## config.mk

```make
export PLATFORM = sky130hd
export DESIGN_NAME = fc_ctrl
export DESIGN_NICKNAME = d
export VERILOG_FILES = /design/src/rtl/fc_ctrl.sv
export SDC_FILE = /design/constraint.sdc
export NUM_CORES = 1
export LEC_CHECK = 0
export CORE_MARGIN = 3
export CORE_UTILIZATION = 40
export CTS_CLUSTER_SIZE = 12
export DETAILED_ROUTE_END_ITERATION = 8
export SLEW_MARGIN = 10
export SYNTH_ARGS = -nofsm -noshare
export SYNTH_HDL_FRONTEND = slang
export SYNTH_SLANG_ARGS = --single-unit
```

## constraint.sdc

```tcl
create_clock -name clk -period 12.5 [get_ports clk]
set_input_delay 3.75 -clock clk [delete_from_list [all_inputs] [get_ports clk]]
set_output_delay 3.75 -clock clk [all_outputs]
set_load 0.01 [all_outputs]
```

## src/rtl/fc_ctrl.sv

```systemverilog
// Fully-connected layer engine: one signed MAC per cycle over NUM_IN inputs per neuron, quantised write-back.
// Build option: define FC_RELU_EN to clamp negative quantised results to zero.
module fc_ctrl #(
  parameter int DATA_W  = 8,
  parameter int ACC_W   = 24,
  parameter int NUM_IN  = 800,
  parameter int NUM_OUT = 500,
  parameter int SHIFT   = 7,
  parameter int ACT_AW  = 10,
  parameter int W_AW    = 19,
  parameter int OUT_AW  = 9
) (
  input  logic              clk,
  input  logic              srst,
  input  logic              fc_start,
  input  logic              mem_sel,
  output logic              act_bank,
  output logic [ACT_AW-1:0] act_addr,
  input  logic [DATA_W-1:0] act_rdata,
  output logic [W_AW-1:0]   w_addr,
  input  logic [DATA_W-1:0] w_rdata,
  output logic [OUT_AW-1:0] b_addr,
  input  logic [DATA_W-1:0] b_rdata,
  output logic              out_wen,
  output logic [OUT_AW-1:0] out_addr,
  output logic [DATA_W-1:0] out_wdata,
  output logic              busy,
  output logic              fc_done
);

  typedef enum logic [2:0] {S_IDLE, S_MAC, S_DRAIN, S_WRITE, S_DONE} state_t;

  localparam logic [ACT_AW-1:0]       IN_LAST  = ACT_AW'(NUM_IN - 1);
  localparam logic [OUT_AW-1:0]       OUT_LAST = OUT_AW'(NUM_OUT - 1);
  localparam logic signed [ACC_W-1:0] SAT_HI   = ACC_W'((2 ** (DATA_W - 1)) - 1);
  localparam logic signed [ACC_W-1:0] SAT_LO   = ~SAT_HI;

  state_t                   state_q;
  logic [ACT_AW-1:0]        in_idx_q;
  logic [OUT_AW-1:0]        out_idx_q;
  logic signed [ACC_W-1:0]  acc_q, acc_d;
  logic                     rd_vld_q, rd_first_q;
  logic                     act_bank_q, out_wen_q, busy_q, fc_done_q;
  logic [ACT_AW-1:0]        act_addr_q;
  logic [W_AW-1:0]          w_addr_q;
  logic [OUT_AW-1:0]        b_addr_q, out_addr_q;
  logic [DATA_W-1:0]        out_wdata_q;

  logic signed [2*DATA_W-1:0] prod;
  logic signed [ACC_W-1:0]    prod_ext, bias_ext;

  assign prod     = $signed(act_rdata) * $signed(w_rdata);
  assign prod_ext = {{(ACC_W-2*DATA_W){prod[2*DATA_W-1]}}, prod};
  assign bias_ext = {{(ACC_W-DATA_W){b_rdata[DATA_W-1]}}, b_rdata};

  // The first product of a neuron seeds the accumulator with its bias instead of the old sum.
  always_comb begin
    acc_d = acc_q;
    if (rd_vld_q) begin
      acc_d = (rd_first_q ? bias_ext : acc_q) + prod_ext;
    end
  end

  function automatic logic [DATA_W-1:0] quantise(input logic signed [ACC_W-1:0] a);
    logic signed [ACC_W-1:0] t;
    logic [DATA_W-1:0]       q;
    t = a >>> SHIFT;
    if (t > SAT_HI) begin
      q = {1'b0, {(DATA_W-1){1'b1}}};
    end else if (t < SAT_LO) begin
      q = {1'b1, {(DATA_W-1){1'b0}}};
    end else begin
      q = t[DATA_W-1:0];
    end
`ifdef FC_RELU_EN
    if (q[DATA_W-1]) begin
      q = '0;
    end
`endif
    return q;
  endfunction

  always_ff @(posedge clk) begin
    if (srst) begin
      state_q     <= S_IDLE;
      in_idx_q    <= '0;
      out_idx_q   <= '0;
      acc_q       <= '0;
      rd_vld_q    <= 1'b0;
      rd_first_q  <= 1'b0;
      act_bank_q  <= 1'b0;
      act_addr_q  <= '0;
      w_addr_q    <= '0;
      b_addr_q    <= '0;
      out_wen_q   <= 1'b0;
      out_addr_q  <= '0;
      out_wdata_q <= '0;
      busy_q      <= 1'b0;
      fc_done_q   <= 1'b0;
    end else begin
      acc_q      <= acc_d;
      rd_vld_q   <= 1'b0;
      rd_first_q <= 1'b0;
      out_wen_q  <= 1'b0;
      fc_done_q  <= 1'b0;
      case (state_q)
        S_IDLE: begin
          if (fc_start) begin
            state_q    <= S_MAC;
            busy_q     <= 1'b1;
            act_bank_q <= mem_sel;
            in_idx_q   <= '0;
            out_idx_q  <= '0;
            act_addr_q <= '0;
            w_addr_q   <= '0;
            b_addr_q   <= '0;
          end
        end
        S_MAC: begin
          rd_vld_q   <= 1'b1;
          rd_first_q <= (in_idx_q == '0);
          if (in_idx_q == IN_LAST) begin
            state_q <= S_DRAIN;
          end else begin
            in_idx_q   <= in_idx_q + ACT_AW'(1);
            act_addr_q <= in_idx_q + ACT_AW'(1);
            w_addr_q   <= w_addr_q + W_AW'(1);
          end
        end
        S_DRAIN: begin
          state_q     <= S_WRITE;
          out_wen_q   <= 1'b1;
          out_addr_q  <= out_idx_q;
          out_wdata_q <= quantise(acc_d);
        end
        S_WRITE: begin
          if (out_idx_q == OUT_LAST) begin
            state_q   <= S_DONE;
            fc_done_q <= 1'b1;
          end else begin
            // Weights are neuron-major, so the next neuron starts right after the last weight read.
            state_q    <= S_MAC;
            out_idx_q  <= out_idx_q + OUT_AW'(1);
            in_idx_q   <= '0;
            act_addr_q <= '0;
            w_addr_q   <= w_addr_q + W_AW'(1);
            b_addr_q   <= out_idx_q + OUT_AW'(1);
          end
        end
        S_DONE: begin
          state_q   <= S_IDLE;
          busy_q    <= 1'b0;
          in_idx_q  <= '0;
          out_idx_q <= '0;
        end
        default: begin
          state_q <= S_IDLE;
          busy_q  <= 1'b0;
        end
      endcase
    end
  end

  assign act_bank  = act_bank_q;
  assign act_addr  = act_addr_q;
  assign w_addr    = w_addr_q;
  assign b_addr    = b_addr_q;
  assign out_wen   = out_wen_q;
  assign out_addr  = out_addr_q;
  assign out_wdata = out_wdata_q;
  assign busy      = busy_q;
  assign fc_done   = fc_done_q;

endmodule

```

Word level (Yosys, flattened, before mapping)
Cells that the tools add are included.
{"block": "word_totals", "regBits": 107, "inputBits": 28, "out_inout_bits": 59, "wordCells": 78}
{"block": "classes", "n_addsub": 4, "multipliers": 1, "magnitude_cmp": 2, "n_eq_ne": 10, "mux": 26, "bitwise_logic": 3, "n_reduce_logical": 16}
{"cell": "2-to-1 mux 19 bit", "n": 3}
{"cell": "case mux 19 bit (3 select lines)", "n": 1}
{"cell": "2-to-1 mux 24 bit", "n": 2}
{"cell": "case mux 10 bit (4 select lines)", "n": 1}
{"cell": "2-to-1 mux 10 bit", "n": 3}
{"cell": "case mux 10 bit (3 select lines)", "n": 1}
{"cell": "case mux 9 bit (3 select lines)", "n": 1}
{"cell": "adder 24 x 16 -> 24 bit", "n": 1}
{"cell": "adder 19 x 1 -> 19 bit, second input constant", "n": 1}
{"cell": "2-to-1 mux 9 bit", "n": 2}
{"cell": "case mux 9 bit (2 select lines)", "n": 1}
{"cell": "greater-than comparator 17 x 8 -> 1 bit, second input constant", "n": 1}
{"cell": "< comparator 17 x 8 -> 1 bit, second input constant", "n": 1}
{"cell": "multiplier 8 x 8 -> 16 bit", "n": 1}
{"cell": "2-to-1 mux 8 bit", "n": 2}
{"cell": "case mux 3 bit (4 select lines)", "n": 1}
{"cell": "adder 10 x 1 -> 10 bit, second input constant", "n": 1}
{"cell": "equality test 10 bit, second input constant", "n": 1}
{"cell": "logical NOT 10 bit", "n": 1}
{"cell": "adder 9 x 1 -> 9 bit, second input constant", "n": 1}
{"cell": "equality test 9 bit, second input constant", "n": 1}
{"cell": "2-to-1 mux 3 bit", "n": 3}
{"cell": "inequality test 2 bit, second input constant", "n": 4}
{"cell": "AND reduction 4 bit", "n": 2}
{"cell": "other kinds (14)", "n": 25}

Logic depth before layout (Yosys ltp)
{"block": "depth", "word_depth": 6, "mapped_depth": 24}

Worst setup path after synthesis
Ideal clock, no wire load.
{"block": "synth_timing", "path_kind": "input-to-reg", "start": "input port act_rdata[7]", "end": "register out_wdata_q[3] (netlist: out_wdata[3])", "t_arrival_ns": 9.609, "path_slack_ns": 2.759, "path_stages": 21, "n_path_buf": 0, "cell_sequence": "and2_1 > inv_1 > fa_1 > inv_1 > fa_1 > fa_1 > fa_1 > inv_1 > fa_1 > inv_1 > ha_1 > and3_1 > a221oi_2 > o21ai_2 > xor2_1 > mux2_2 > a2111o_1 > a2111oi_4 > a31oi_2 > a21oi_1 > nor3_1"}
{"block": "synth_between", "elab_chain_len": 6}
{"element": "start: declaration", "line": "19", "rtl": "input logic [DATA_W-1:0] act_rdata,"}
{"element": "multiplier 8 x 8 -> 16 bit (*)", "line": "52", "rtl": "assign prod = $signed(act_rdata) * $signed(w_rdata);"}
{"element": "adder 24 x 16 -> 24 bit (*)", "line": "60", "rtl": "acc_d = (rd_first_q ? bias_ext : acc_q) + prod_ext;"}
{"element": "2-to-1 mux 24 bit (*)", "line": "59", "rtl": "if (rd_vld_q) begin"}
{"element": "< comparator 17 x 8 -> 1 bit", "line": "70", "rtl": "end else if (t < SAT_LO) begin"}
{"element": "2-to-1 mux 8 bit", "line": "70"}
{"element": "2-to-1 mux 8 bit (*)", "line": "68", "rtl": "if (t > SAT_HI) begin"}
{"element": "end signal: assignment", "line": "134", "rtl": "out_wdata_q <= quantise(acc_d);"}
{"element": "end: declaration", "line": "47", "rtl": "logic [DATA_W-1:0] out_wdata_q;"}
Mark *: on every way between the ends. The rest lies on a longest branch, timed or not.
A chain may end at the register's enable or synchronous reset.

Worst setup path after layout
{"block": "layout_timing", "start": "input port act_rdata[7]", "end": "register out_wdata_q[1] (netlist: out_wdata[1])"}
The elaborated chain is that of the path after synthesis.

==> metrics.txt <==
Slew headroom 36.7%; Setup crit start kind input pin; Area contributors post-synth dfxtp_1 (24%), fa_1 (24%), ha_1 (8.2%); ys async rst share 0%; DR vias/cell 4.94; PD cells 233 nW/um2; initial antenna violation count 0; layout cells sized above 1 3.94%; grt total ovfl 0; first-pass GRT wire length 33700 um; clk sinks 107; Worst Path Required 12.69 ns; Die Wd 155 um; Cells after Synth 993; Post-synth EDFFs 0; CTS HTree Levels 3; Hold Vio Cnt, Final 0; Tmin final 10.50 ns; register share of total power 15.7%; number of buffers created by CTS 9; Max-cap violations 0; Clk Latency, worst-skew pair 0.34 ns; postcts setup bufs 0; TNS Setup 0 ns; die area 23900 um2; post-synthesis sequential area ratio 24.2%; Worst Setup End Kind flop; Yosys cell types 57; # IOs 87; CP max-delay cell inv_1; GR Util All Layers 16.7%; worst vdd ir 0.113 mV; RSZ-0062 raised after global routing no; Syn Nets 1183; most frequent cell after synthesis inv_1; Worst path top cell family by delay adder cells; Critical Path Stages 22; Worst R2R Path Depth 21; Die Span Y 155 um; Crit Path Max Fanout 16; Clock Skew 0.0107 ns; top cells by count, synth inv_1 (109), nand2_1 (108), dfxtp_1 (107), fa_1 (104), nor2_1 (90); vias in the first global route 6794; core area 21400 um2; vias 6630; area share of the largest cell type after synthesis 24.2%; post-cts repair resize count 0; CTS tree built; WL per Instance 14.3 um; Int Pwr 1.28 mW; area leader, netlist dfxtp_1; Starting Density 41.4%; synth warn 0; HPWL Detailed 15300 um; CTS Root Cell clkbuf_16; ys flop type dfxtp_1; CP Buf/Inv Count 5; I/O Buffers 86; reg2reg end out_wdata[5]; clock buffer depth 2; largest net degree at the start of global routing 89; switch share 46.4%; Critical Path AT 10.69 ns; Hold Path Class flop to flop; Clk pwr share 12.7%; final setup fails 0; mean cell area of the mapped netlist 8.91 um2; final WL 19200 um; synthesis-stage register bit count 107; n_diodes 0; Final Max Tran Viols 0; NetSw 1.11 mW; r2r startpoint rd_first_q; critical hold path startpoint b_addr[7]; final cell count without fillers 1341; Pleak 4.37 nW; final net count 1251; CP Cell Sequence clkdlybuf4s50_1 -> and2_1 -> inv_1 -> fa_1 -> inv_1 -> fa_1 -> fa_1 -> fa_1 -> inv_1 -> fa_1 -> inv_1 -> ha_1 -> and3_1 -> a221oi_2 -> o21ai_2 -> xor2_1 -> mux2_2 -> a2111o_1 -> a2111oi_4 -> a31oi_2 -> a21oi_1 -> nor3_1; Pre-antenna DRT Iters 4; logic gate share of total power 71.5%; flop2flop setup slack 5.67 ns; max incr delay on CP 0.68 ns; post-route ant nets 0; RePlAce Congestion 0.850; filler instances 2105; Worst-Margin Slew 0.948 ns; WHS Endpoint b_addr[7]; Worst-path clk slew 0.07 ns; hold path cells 2; area grow syn2layout 16.1%; placed cells 1325; synthesized cell area 8850 um2; row count 53; critical setup path kind input pin to flop; status complete, no violations; Top cell by count, worst path fa_1; top achievable clock speed 95.2 MHz; CTS hold repair buffers 0; period utilisation layout 84.0%; drt initial violations 233; # DRC 0
[area by class of cell]
| class | instances | area, um2 | area share, % |
|---|---|---|---|
| multi-input combinational | 741 | 6160 | 59.9 |
| sequential | 107 | 2140 | 20.9 |
| timing repair buffer | 90 | 886 | 8.62 |
| inverter | 112 | 420 | 4.09 |
| tap | 275 | 344 | 3.35 |
| clock buffer | 9 | 225 | 2.19 |
| clock inverter | 7 | 98.8 | 0.962 |
[power groups by stage]
stage / Sequential [mW] / Combinational, mW / Clock, mW
floorplan: 0.377 / 1.37 / 0
global placement: 0.385 / 1.70 / 0
detailed placement: 0.384 / 1.70 / 0
CTS: 0.376 / 1.72 / 0.313
global route: 0.379 / 1.95 / 0.329
finish: 0.376 / 1.71 / 0.305
[layer usage]
metal  part of all wire [%]  vias up  global-route usage [%]
met5                      0        -                       0
met4                   0.72        0                    2.90
met3                    4.2       13                    2.85
met2                     45      118                    26.2
met1                     50     3126                    24.7
li1                       -     3373                       -
[stage by stage]
stage,power (mW),util (%),setup WS (ns),hold WS (ns),area [um2]
after CTS,2.41,48.1,1.94,0.456,10300
after global routing,2.66,48.1,1.57,0.471,10300
after detailed placement,2.08,46.6,1.61,0.446,9950
after floorplan,1.74,-,2.76,0.456,8850
after global placement,2.08,46.6,1.66,0.442,9950
final,2.39,48.1,2.00,0.454,10300
[sequential cells by signal (all words and copies together), names as in the netlist, 3 cells and up]
signal	cells
state_q	3
act_addr	10
acc_q	24
out_addr	9
b_addr	9
out_idx_q	9
w_addr	19
out_wdata	8
in_idx_q	10
[cells in the final DEF, fill, tap and decap left out, types with 5 or more instances in the layout]
cell             Yosys  final
inv_1              109    109
nand2_1            108    108
dfxtp_1            107    107
fa_1               104    104
nor2_1              90     90
a21oi_1             87     87
clkdlybuf4s50_1      0     85
ha_1                58     58
and2_1              39     39
xnor2_1             31     31
nor3_1              25     25
xor2_1              24     24
nand3_1             21     21
o21ai_0             20     20
mux2i_1             19     19
nor2b_1             12     12
and3_1              10     10
mux2_2               9      9
clkbuf_16            0      9
nand4_1              7      7
nand3b_1             7      7
a21o_1               6      6
a211oi_1             6      6
nand2b_1             5      5
a22oi_1              5      5
[logic make-up after synthesis]
family	Yosys count	synth area share (%)
AND/OR/NAND/NOR	342	18.3
flip-flops	107	24.2
adder cells (fa/ha/maj)	162	31.7
buffers and inverters	145	6.19
XOR/XNOR	56	5.76
multiplexers	28	3.30
AO/OA/AOI/OAI	153	10.6
[worst max-delay path by stage]
stage	start	endpoint	slack, ns
after floorplan	act_rdata[7]	out_wdata[3]	2.76
after global placement	act_rdata[7]	out_wdata[2]	1.66
after detailed placement	act_rdata[7]	out_wdata[1]	1.61
after CTS	act_rdata[7]	out_wdata[5]	1.94
after global routing	act_rdata[7]	out_wdata[6]	1.57
final	act_rdata[7]	out_wdata[1]	2.00
[worst reg2reg max path, stage by stage (launching register included)]
cell,delay (ns)
dfxtp_1,0.68
clkinv_1,0.52
a21oi_1,0.37
fa_1,0.45
inv_1,0.08
fa_1,0.41
inv_1,0.08
fa_1,0.46
fa_1,0.56
inv_1,0.04
ha_1,0.28
ha_1,0.44
o21ai_0,0.14
o21ai_0,0.26
nor3b_1,0.29
nor2_1,0.06
o21ai_0,0.10
xor2_1,0.32
a31oi_1,0.15
o41ai_2,0.70
a21oi_1,0.14
nor3_1,0.20
No activity file was read; power rests on OpenSTA's default activity.
